**config.mk**
```make
export PLATFORM = sky130hd
export DESIGN_NAME = keypad_scanner_flat
export DESIGN_NICKNAME = d
export VERILOG_FILES = /design/src/rtl/keypad_pkg.sv /design/src/rtl/keypad_scanner_if.sv /design/src/rtl/sync_2ff.sv /design/src/rtl/keypad_scanner.sv /design/src/flat_wrapper.sv
export SDC_FILE = /design/constraint.sdc
export NUM_CORES = 1
export LEC_CHECK = 0
export ABC_AREA = 1
export CORE_MARGIN = 5
export CORE_UTILIZATION = 55
export DETAILED_ROUTE_END_ITERATION = 16
export PLACE_DENSITY = 0.72
export SLEW_MARGIN = 20
export SYNTH_ARGS = -nofsm -noshare
export SYNTH_HDL_FRONTEND = slang
export SYNTH_HIERARCHICAL = 1
export SYNTH_SLANG_ARGS = --single-unit
```
**constraint.sdc**
```tcl
create_clock -name clk -period 6.7 [get_ports clk]
set_input_delay 1.34 -clock clk [delete_from_list [all_inputs] [get_ports clk]]
set_output_delay 1.34 -clock clk [all_outputs]
set_load 0.1 [all_outputs]
```
**src/rtl/keypad_pkg.sv**
```systemverilog
// Shared types and constants for the 4x4 matrix keypad scanner and its consumers.
package keypad_pkg;

    localparam int ROWS = 4;
    localparam int COLS = 4;

    // Column drive after reset or abort: column 0 low, the others released.
    localparam logic [3:0] COL_IDLE = 4'b1110;

    typedef enum logic [1:0] {
        SCAN     = 2'd0,
        DEBOUNCE = 2'd1,
        PRESSED  = 2'd2,
        RELEASE  = 2'd3
    } state_e;

    // Key codes are {row_idx, col_idx} for the usual telephone-style 4x4 layout.
    localparam logic [3:0] KEY_1    = 4'h0;
    localparam logic [3:0] KEY_2    = 4'h1;
    localparam logic [3:0] KEY_3    = 4'h2;
    localparam logic [3:0] KEY_A    = 4'h3;
    localparam logic [3:0] KEY_4    = 4'h4;
    localparam logic [3:0] KEY_5    = 4'h5;
    localparam logic [3:0] KEY_6    = 4'h6;
    localparam logic [3:0] KEY_B    = 4'h7;
    localparam logic [3:0] KEY_7    = 4'h8;
    localparam logic [3:0] KEY_8    = 4'h9;
    localparam logic [3:0] KEY_9    = 4'hA;
    localparam logic [3:0] KEY_C    = 4'hB;
    localparam logic [3:0] KEY_STAR = 4'hC;
    localparam logic [3:0] KEY_0    = 4'hD;
    localparam logic [3:0] KEY_HASH = 4'hE;
    localparam logic [3:0] KEY_D    = 4'hF;

    // True when exactly one active-low row line is pulled down.
    function automatic logic one_low(input logic [3:0] pat);
        return ($countones(~pat) == 1);
    endfunction

    // Index of the low row; only meaningful when one_low() holds.
    function automatic logic [1:0] low_index(input logic [3:0] pat);
        logic [1:0] idx;
        idx = 2'd0;
        for (int i = 0; i < ROWS; i++) begin
            if (!pat[i]) idx = 2'(i);
        end
        return idx;
    endfunction

endpackage

```
**src/rtl/keypad_scanner_if.sv**
```systemverilog
// Keypad scanner bus: enable and raw rows in, column drive and key events out.
interface keypad_scanner_if;
    logic       scan_enable;
    logic [3:0] keypad_row;
    logic [3:0] keypad_col;
    logic [3:0] keypad_data;
    logic       keypad_enable;
    logic       key_held;

    // The scanner itself.
    modport master (
        input  scan_enable,
        input  keypad_row,
        output keypad_col,
        output keypad_data,
        output keypad_enable,
        output key_held
    );

    // The environment: keypad matrix plus the key-code consumer.
    modport slave (
        output scan_enable,
        output keypad_row,
        input  keypad_col,
        input  keypad_data,
        input  keypad_enable,
        input  key_held
    );
endinterface

```
**src/rtl/sync_2ff.sv**
```systemverilog
// Two-flop synchroniser for asynchronous inputs, reset to all-ones.
module sync_2ff #(
    parameter int WIDTH = 4
) (
    input  logic             clk,
    input  logic             reset,
    input  logic [WIDTH-1:0] d,
    output logic [WIDTH-1:0] q
);

    logic [WIDTH-1:0] meta;

    // Shift the raw input through two flops to settle metastability.
    always_ff @(posedge clk or negedge reset) begin
        if (!reset) begin
            // NOTE: reset to ones, not zeros -- ones is the idle (no key) level of the pulled-up rows.
            meta <= '1;
            q    <= '1;
        end else begin
            meta <= d;
            q    <= meta;
        end
    end

endmodule

```
**src/rtl/keypad_scanner.sv**
```systemverilog
// 4x4 active-low keypad scanner: column scan, debounce, one strobe per press.
module keypad_scanner
    import keypad_pkg::*;
#(
    parameter int SCAN_DIV     = 1000,
    parameter int DEBOUNCE_CNT = 20000
) (
    input  logic              clk,
    input  logic              reset,
    keypad_scanner_if.master  bus
);

    localparam int SCAN_W = $clog2(SCAN_DIV);
    localparam int DEB_W  = $clog2(DEBOUNCE_CNT + 1);

    localparam logic [SCAN_W-1:0] SCAN_LAST = SCAN_W'(SCAN_DIV - 1);
    localparam logic [DEB_W-1:0]  DEB_LAST  = DEB_W'(DEBOUNCE_CNT - 1);

    localparam logic [1:0] S_SCAN     = SCAN;
    localparam logic [1:0] S_DEBOUNCE = DEBOUNCE;
    localparam logic [1:0] S_PRESSED  = PRESSED;
    localparam logic [1:0] S_RELEASE  = RELEASE;

    logic [1:0]        state;
    logic [1:0]        col_idx;
    logic [SCAN_W-1:0] scan_cnt;
    logic [DEB_W-1:0]  deb_cnt;
    logic [1:0]        cand_row;
    logic [3:0]        cand_pat;
    logic [3:0]        rs;
    logic [3:0]        data_q;
    logic              enable_q;
    logic              held_q;

    sync_2ff #(.WIDTH(4)) u_row_sync (
        .clk   (clk),
        .reset (reset),
        .d     (bus.keypad_row),
        .q     (rs)
    );

    // The candidate column is never changed while a key is being tracked,
    // so col_idx doubles as the latched column of the candidate key.
    assign cand_pat          = ~(4'b0001 << cand_row);
    assign bus.keypad_col    = ~(4'b0001 << col_idx);
    assign bus.keypad_data   = data_q;
    assign bus.keypad_enable = enable_q;
    assign bus.key_held      = held_q;

    // Scan / debounce / hold / release sequencing and key-event outputs.
    always_ff @(posedge clk or negedge reset) begin
        if (!reset) begin
            state    <= S_SCAN;
            col_idx  <= 2'd0;
            scan_cnt <= '0;
            deb_cnt  <= '0;
            cand_row <= 2'd0;
            data_q   <= 4'h0;
            enable_q <= 1'b0;
            held_q   <= 1'b0;
        end else begin
            // NOTE: default low every cycle; only the accept branch raises it, so it is a one-cycle pulse.
            enable_q <= 1'b0;
            if (!bus.scan_enable) begin
                state    <= S_SCAN;
                col_idx  <= 2'd0;
                scan_cnt <= '0;
                deb_cnt  <= '0;
                held_q   <= 1'b0;
            end else begin
                case (state)
                    S_SCAN: begin
                        if (scan_cnt == SCAN_LAST) begin
                            scan_cnt <= '0;
                            if (one_low(rs)) begin
                                cand_row <= low_index(rs);
                                deb_cnt  <= '0;
                                state    <= S_DEBOUNCE;
                            end else begin
                                col_idx <= col_idx + 2'd1;
                            end
                        end else begin
                            scan_cnt <= scan_cnt + 1'b1;
                        end
                    end
                    S_DEBOUNCE: begin
                        if (rs == cand_pat) begin
                            if (deb_cnt == DEB_LAST) begin
                                data_q   <= {cand_row, col_idx};
                                enable_q <= 1'b1;
                                held_q   <= 1'b1;
                                state    <= S_PRESSED;
                            end else begin
                                deb_cnt <= deb_cnt + 1'b1;
                            end
                        end else begin
                            col_idx <= col_idx + 2'd1;
                            state   <= S_SCAN;
                        end
                    end
                    S_PRESSED: begin
                        // Other keys are ignored here; only a fully released row set moves on.
                        if (rs == 4'hF) begin
                            deb_cnt <= '0;
                            state   <= S_RELEASE;
                        end
                    end
                    S_RELEASE: begin
                        if (rs != 4'hF) begin
                            state <= S_PRESSED;
                        end else if (deb_cnt == DEB_LAST) begin
                            held_q  <= 1'b0;
                            col_idx <= col_idx + 2'd1;
                            state   <= S_SCAN;
                        end else begin
                            deb_cnt <= deb_cnt + 1'b1;
                        end
                    end
                    default: state <= S_SCAN;
                endcase
            end
        end
    end

endmodule

```
**src/flat_wrapper.sv**
```systemverilog
// flat-port wrapper written by rule: the top's interface ports become plain ports
module keypad_scanner_flat import keypad_pkg::*;
#(
    parameter int SCAN_DIV     = 1000,
    parameter int DEBOUNCE_CNT = 20000
)
  (clk, reset, bus_scan_enable, bus_keypad_row, bus_keypad_col, bus_keypad_data, bus_keypad_enable, bus_key_held);
  keypad_scanner_if bus_i ();
  input  logic clk;
  input  logic reset;
  input wire logic [$bits(bus_i.scan_enable)-1:0] bus_scan_enable;
  input wire logic [$bits(bus_i.keypad_row)-1:0] bus_keypad_row;
  output wire logic [$bits(bus_i.keypad_col)-1:0] bus_keypad_col;
  output wire logic [$bits(bus_i.keypad_data)-1:0] bus_keypad_data;
  output wire logic [$bits(bus_i.keypad_enable)-1:0] bus_keypad_enable;
  output wire logic [$bits(bus_i.key_held)-1:0] bus_key_held;
  assign bus_i.scan_enable = bus_scan_enable;
  assign bus_i.keypad_row = bus_keypad_row;
  assign bus_keypad_col = bus_i.keypad_col;
  assign bus_keypad_data = bus_i.keypad_data;
  assign bus_keypad_enable = bus_i.keypad_enable;
  assign bus_key_held = bus_i.key_held;
  keypad_scanner #(.SCAN_DIV(SCAN_DIV), .DEBOUNCE_CNT(DEBOUNCE_CNT)) u_core (.clk(clk), .reset(reset), .bus(bus_i));
endmodule
```
* Yosys cells after proc, flatten, opt, wreduce, memory -nomap -nowiden
Index checks and enable logic that the tools add are counted.
Word-level totals: input port bits 7, logic and storage cells 91, output and inout port bits 10, register bits 45
Cells by class: multiplexer cells 40, reduce and logical (&&, ||, !) cells 7, equal/unequal tests 23, shift-type cells 2, bitwise operators 3, add/subtract/negate cells 6
Operator list (count):
- 15-bit two-way mux | 7
- 15-bit case mux with 4 select lines | 1
- 32-bit adder | 1
- 32-bit by 2-bit == test with 1-bit output, second input constant | 1
- 2-bit two-way mux | 16
- 10-bit two-way mux | 3
- 3-bit by 2-bit != test with 1-bit output, second input constant | 6
- 15-bit by 1-bit adder with 15-bit output, second input constant | 1
- 15-bit == test, second input constant | 1
- 5-bit AND reduction | 3
- 4-bit inverter | 3
- 10-bit by 1-bit adder with 10-bit output, second input constant | 1
- 10-bit == test, second input constant | 1
- 1-bit two-way mux | 10
- 3-bit != test, second input constant | 3
- 4-bit != test, second input constant | 2
- 2-bit case mux with 4 select lines | 1
- 4-bit AND reduction | 2
- 1-bit by 2-bit left shift with 4-bit output, first input constant | 2
- 2-bit case mux with 3 select lines | 1
- 6-bit AND reduction | 1
- 1-bit by 1-bit adder with 2-bit output | 2
- 2-bit == test, second input constant | 2
- 4-bit == test | 1
- 9 further kinds | 9

* Logic depth before layout (Yosys ltp)
depth after elaboration 8, depth in mapped cells 12, depth with buffers taken out 12

* Modules after synthesis
Netlist, hierarchy kept.
Modules (own cells, without submodules):
- keypad_scanner | instances 1, cells each 350, area an instance 2433.6 sq um, seq. area each 925.9 sq um
- sync_2ff | instances 1, cells each 8, area an instance 210.2 sq um, seq. area each 210.2 sq um

* Least setup slack after synthesis
OpenSTA, ideal clock, no wires.
path kind register -> output, start register u_core.col_idx[0], end output bus_keypad_col[0], arrival 1232 ps, cell stages (with the launch flop) 4, buffers on the path 0, path slack 4128 ps, required time 5360 ps, cells stage by stage dfrtp_1 -> inv_1 -> ha_1 -> inv_1
Between the ends: longest elaborated chain between the ends 2
Ends and longest elaborated chain:
- from (decl) | line keypad_scanner.sv:25 | logic [1:0] col_idx;
- from (signal assigned) | line keypad_scanner.sv:80 | col_idx <= col_idx + 2'd1;
- from (signal assigned) | line keypad_scanner.sv:97 | col_idx <= col_idx + 2'd1;
- from (signal assigned) | line keypad_scanner.sv:113 | col_idx <= col_idx + 2'd1;
- 1-bit by 2-bit left shift with 4-bit output | line keypad_scanner.sv:45 | assign bus.keypad_col = ~(4'b0001 << col_idx);
- 4-bit inverter | line keypad_scanner.sv:45
- to (decl) | line flat_wrapper.sv:13 | output wire logic [$bits(bus_i.keypad_col)-1:0] bus_keypad_col;
No other way between the ends.

* Worst setup path after layout
Ends and elaborated chain as after synthesis.

==> results_dict.tcl <==
set metrics [dict create \
    fmax_mhz 284 \
    placed_cell_area_mm2 0.00284 \
    vdd_ir_drop_max_mv 0.120 \
    maxCapViolCount 0 \
    fin_ws_ns 3.18 \
    grt_pass1_wl_um 8940 \
    p_seq_frac 0.435 \
    clk_path_buf_depth 2 \
    syn_area_per_cell_um2 7.38 \
    hold_class "reg2reg" \
    hold_violations 0 \
    routedWlPerCell_um 11.5 \
    p_sw_frac 0.359 \
    finalWirelength_um 4960 \
    fin_setup_tns_ns 0 \
    power.share.combinational 0.272 \
    cts_root_buffer "clkbuf_8" \
    syn_inst 358 \
    grt_usage 0.178 \
    switching_power_uw 251 \
    setup-violations-final 0 \
    stdcell_count 432 \
    slew_headroom 0.351 \
    fin_area_mm2 0.00295 \
    synth-warning-count 6 \
    num_io_pins 17 \
    grt_max_degree 46 \
    dieHeight_um 79.3 \
    antenna_found_initial 0 \
    num_vias 2231 \
    die-width_um 79.3 \
    p_int_uw 448 \
    power_density_mw_per_mm2 237 \
    layout_commonest_cell "nand2_1" \
    htreeDepth 2 \
    first_pass_iters 4 \
    hold_buffers 0 \
    routed_via_density 5.16 \
    worstSetupPathType "reg2out" \
    worstPathRequired_ns 5.36 \
    synth_area_mm2 0.00264 \
    antenna_cells 0 \
    area_delta_synth_final_pct 11.7 \
    drcViolationCount 0 \
    gp_congestion 0.868 \
    holdWs_ns 0.352 \
    arrival_ns 2.18 \
    layout_common_cells "nand2_1, nor2_1, inv_1, dfrtp_1, nand3_1" \
    status "finished, final reports clean" \
    nNetsFinal 394 \
    start_kind "flip-flop" \
    power_leakage_uw 0.00140 \
    initialDrtViolationCount 178 \
    synth_fp_nets 375 \
    critPathCaptureType "primary output" \
    dp.cells 424 \
    io_buffers 16 \
    detail-route-antenna-nets 0 \
    final_min_period_over_clock_period 0.525 \
    grt_pass1_vias 2069 \
    pre_cts_ws_ns 3.50 \
    start_util 0.563 \
    dp_hpwl_um 3630 \
    yosysUniqueCellTypes 29 \
    clkTransAtPathRegs_ns 0.09 \
    core-area_mm2 0.00469 \
    ys_ff_latch 45 \
    layout-drive-gt1-share 0.0899 \
    finClkSkew_ns 0.0112 \
    cts_buffers 5 \
    dieArea_mm2 0.00629 \
    period_needed_ns 3.52 \
    tightest_slew_ns 0.970 \
    rsz0062_at_grt "false" \
    drv_slew 0 \
    placementRows 25 \
    clockPowerShare 0.293 \
    cts_tree "yes" \
    cp_max_fo 5 \
    post_cts_resized 0 \
    postCtsSetupBuffers 0 \
    cts.sinks 45 \
    yosysSeqAreaShare 0.430 \
    clk_latency_ns 0.30 \
    overflow 0 \
]
==> flip-flops by register name (all words and copies together), names as in the netlist <==
signal                    count
u_core/col_idx                2
u_core/u_row_sync/q           4
u_core/state                  2
u_core/bus.keypad_data        4
u_core/u_row_sync/meta        4
u_core/cand_row               2
u_core/scan_cnt              10
u_core/bus.key_held           1
u_core/deb_cnt               15
u_core/bus.keypad_enable      1
==> power by group through the flow <==
stage          sequential (µW)  combinational (µW)  clock (µW)
2_1_floorplan              303                 154           0
3_5_place_dp               309                 191           0
4_1_cts                    304                 191         216
3_3_place_gp               309                 190           0
6_report                   304                 190         205
5_1_grt                    307                 210         227
==> final cells by class <==
cell class / count / area [µm²]
Timing Repair Buffer: 16 / 158
Fill cell: 432 / 1740
Multi-Input combinational cell: 260 / 1300
Tap cell: 54 / 67.6
Clock inverter: 2 / 38.8
Sequential cell: 45 / 1140
Inverter: 49 / 184
Clock buffer: 6 / 72.6
==> stage by stage <==
stage | power, µW | utilization
floorplan | 457 | -
global placement | 499 | 0.605
detailed placement | 500 | 0.605
CTS | 711 | 0.629
global route | 744 | 0.630
finish | 699 | 0.630
==> cell usage after synthesis <==
| master | number | area share |
|---|---|---|
| inv_2 | 3 | 0.0043 |
| dfrtp_1 | 37 | 0.35 |
| nand2_1 | 99 | 0.14 |
| nand4_1 | 7 | 0.017 |
| buf_6 | 1 | 0.0043 |
| nand3_2 | 2 | 0.0076 |
| o211ai_1 | 2 | 0.0057 |
| a21oi_1 | 8 | 0.015 |
| nor2_1 | 52 | 0.074 |
| buf_2 | 3 | 0.0057 |
| nand3b_1 | 1 | 0.0028 |
| xor2_1 | 5 | 0.017 |
| o21ai_2 | 1 | 0.0033 |
| nor2_4 | 3 | 0.013 |
| nor3_1 | 6 | 0.011 |
| nand2_2 | 6 | 0.014 |
| o32ai_1 | 1 | 0.0033 |
| nor3b_1 | 2 | 0.0057 |
| xnor2_1 | 1 | 0.0033 |
| ha_1 | 9 | 0.043 |
| dfstp_2 | 8 | 0.080 |
| o21ai_0 | 19 | 0.036 |
| inv_1 | 46 | 0.065 |
| a31oi_1 | 2 | 0.0047 |
| o21bai_1 | 2 | 0.0057 |
| nor2_2 | 3 | 0.0071 |
| o22ai_1 | 3 | 0.0071 |
| fa_1 | 1 | 0.0076 |
| nand3_1 | 25 | 0.047 |
==> routing by layer <==
layer  global-route usage  wire [µm]  vias up
met4               0.0619         66        0
li1                     -          -     1175
met5                    0          0        -
met1                0.240       2520     1012
met3               0.0306        190        5
met2                0.289       2180       39
==> path summary, 6_finish.rpt <==
check	cells past startpoint	start	endpoint	slack, ns
hold / removal	0	u_core/u_row_sync/meta[3]$_DFF_PN1_	u_core/u_row_sync/q[3]$_DFF_PN1_	0.35
max in group asynchronous	1	reset	u_core/state[1]$_DFFE_PN0P_	5.28
setup reg to reg	12	u_core/u_row_sync/q[1]$_DFF_PN1_	u_core/deb_cnt[1]$_DFFE_PN0P_	4.07
min in group asynchronous	1	reset	u_core/cand_row[1]$_DFFE_PN0P_	1.02
hold reg to reg	0	u_core/u_row_sync/meta[3]$_DFF_PN1_	u_core/u_row_sync/q[3]$_DFF_PN1_	0.35
setup / recovery	4	u_core/col_idx[0]$_DFFE_PN0P_	bus_keypad_col[0]	3.18
==> logic make-up (layout without fill, tap and decap cells) <==
family / Yosys count / after routing / share of synthesized area
simple gates: 206 / 206 / 0.340
buf+inv: 53 / 73 / 0.0795
flops: 45 / 45 / 0.430
compound gates: 38 / 38 / 0.0809
fa+ha+maj: 10 / 10 / 0.0502
xor+xnor: 6 / 6 / 0.0199
==> critical path: stages (launching register included) <==
cell and delay, ns:
dfrtp_1 0.42, inv_1 0.10, ha_1 0.20, inv_1 0.05
clkdlybuf4s50_1 1.12
Note: power is estimated with default switching activity, not from simulation.
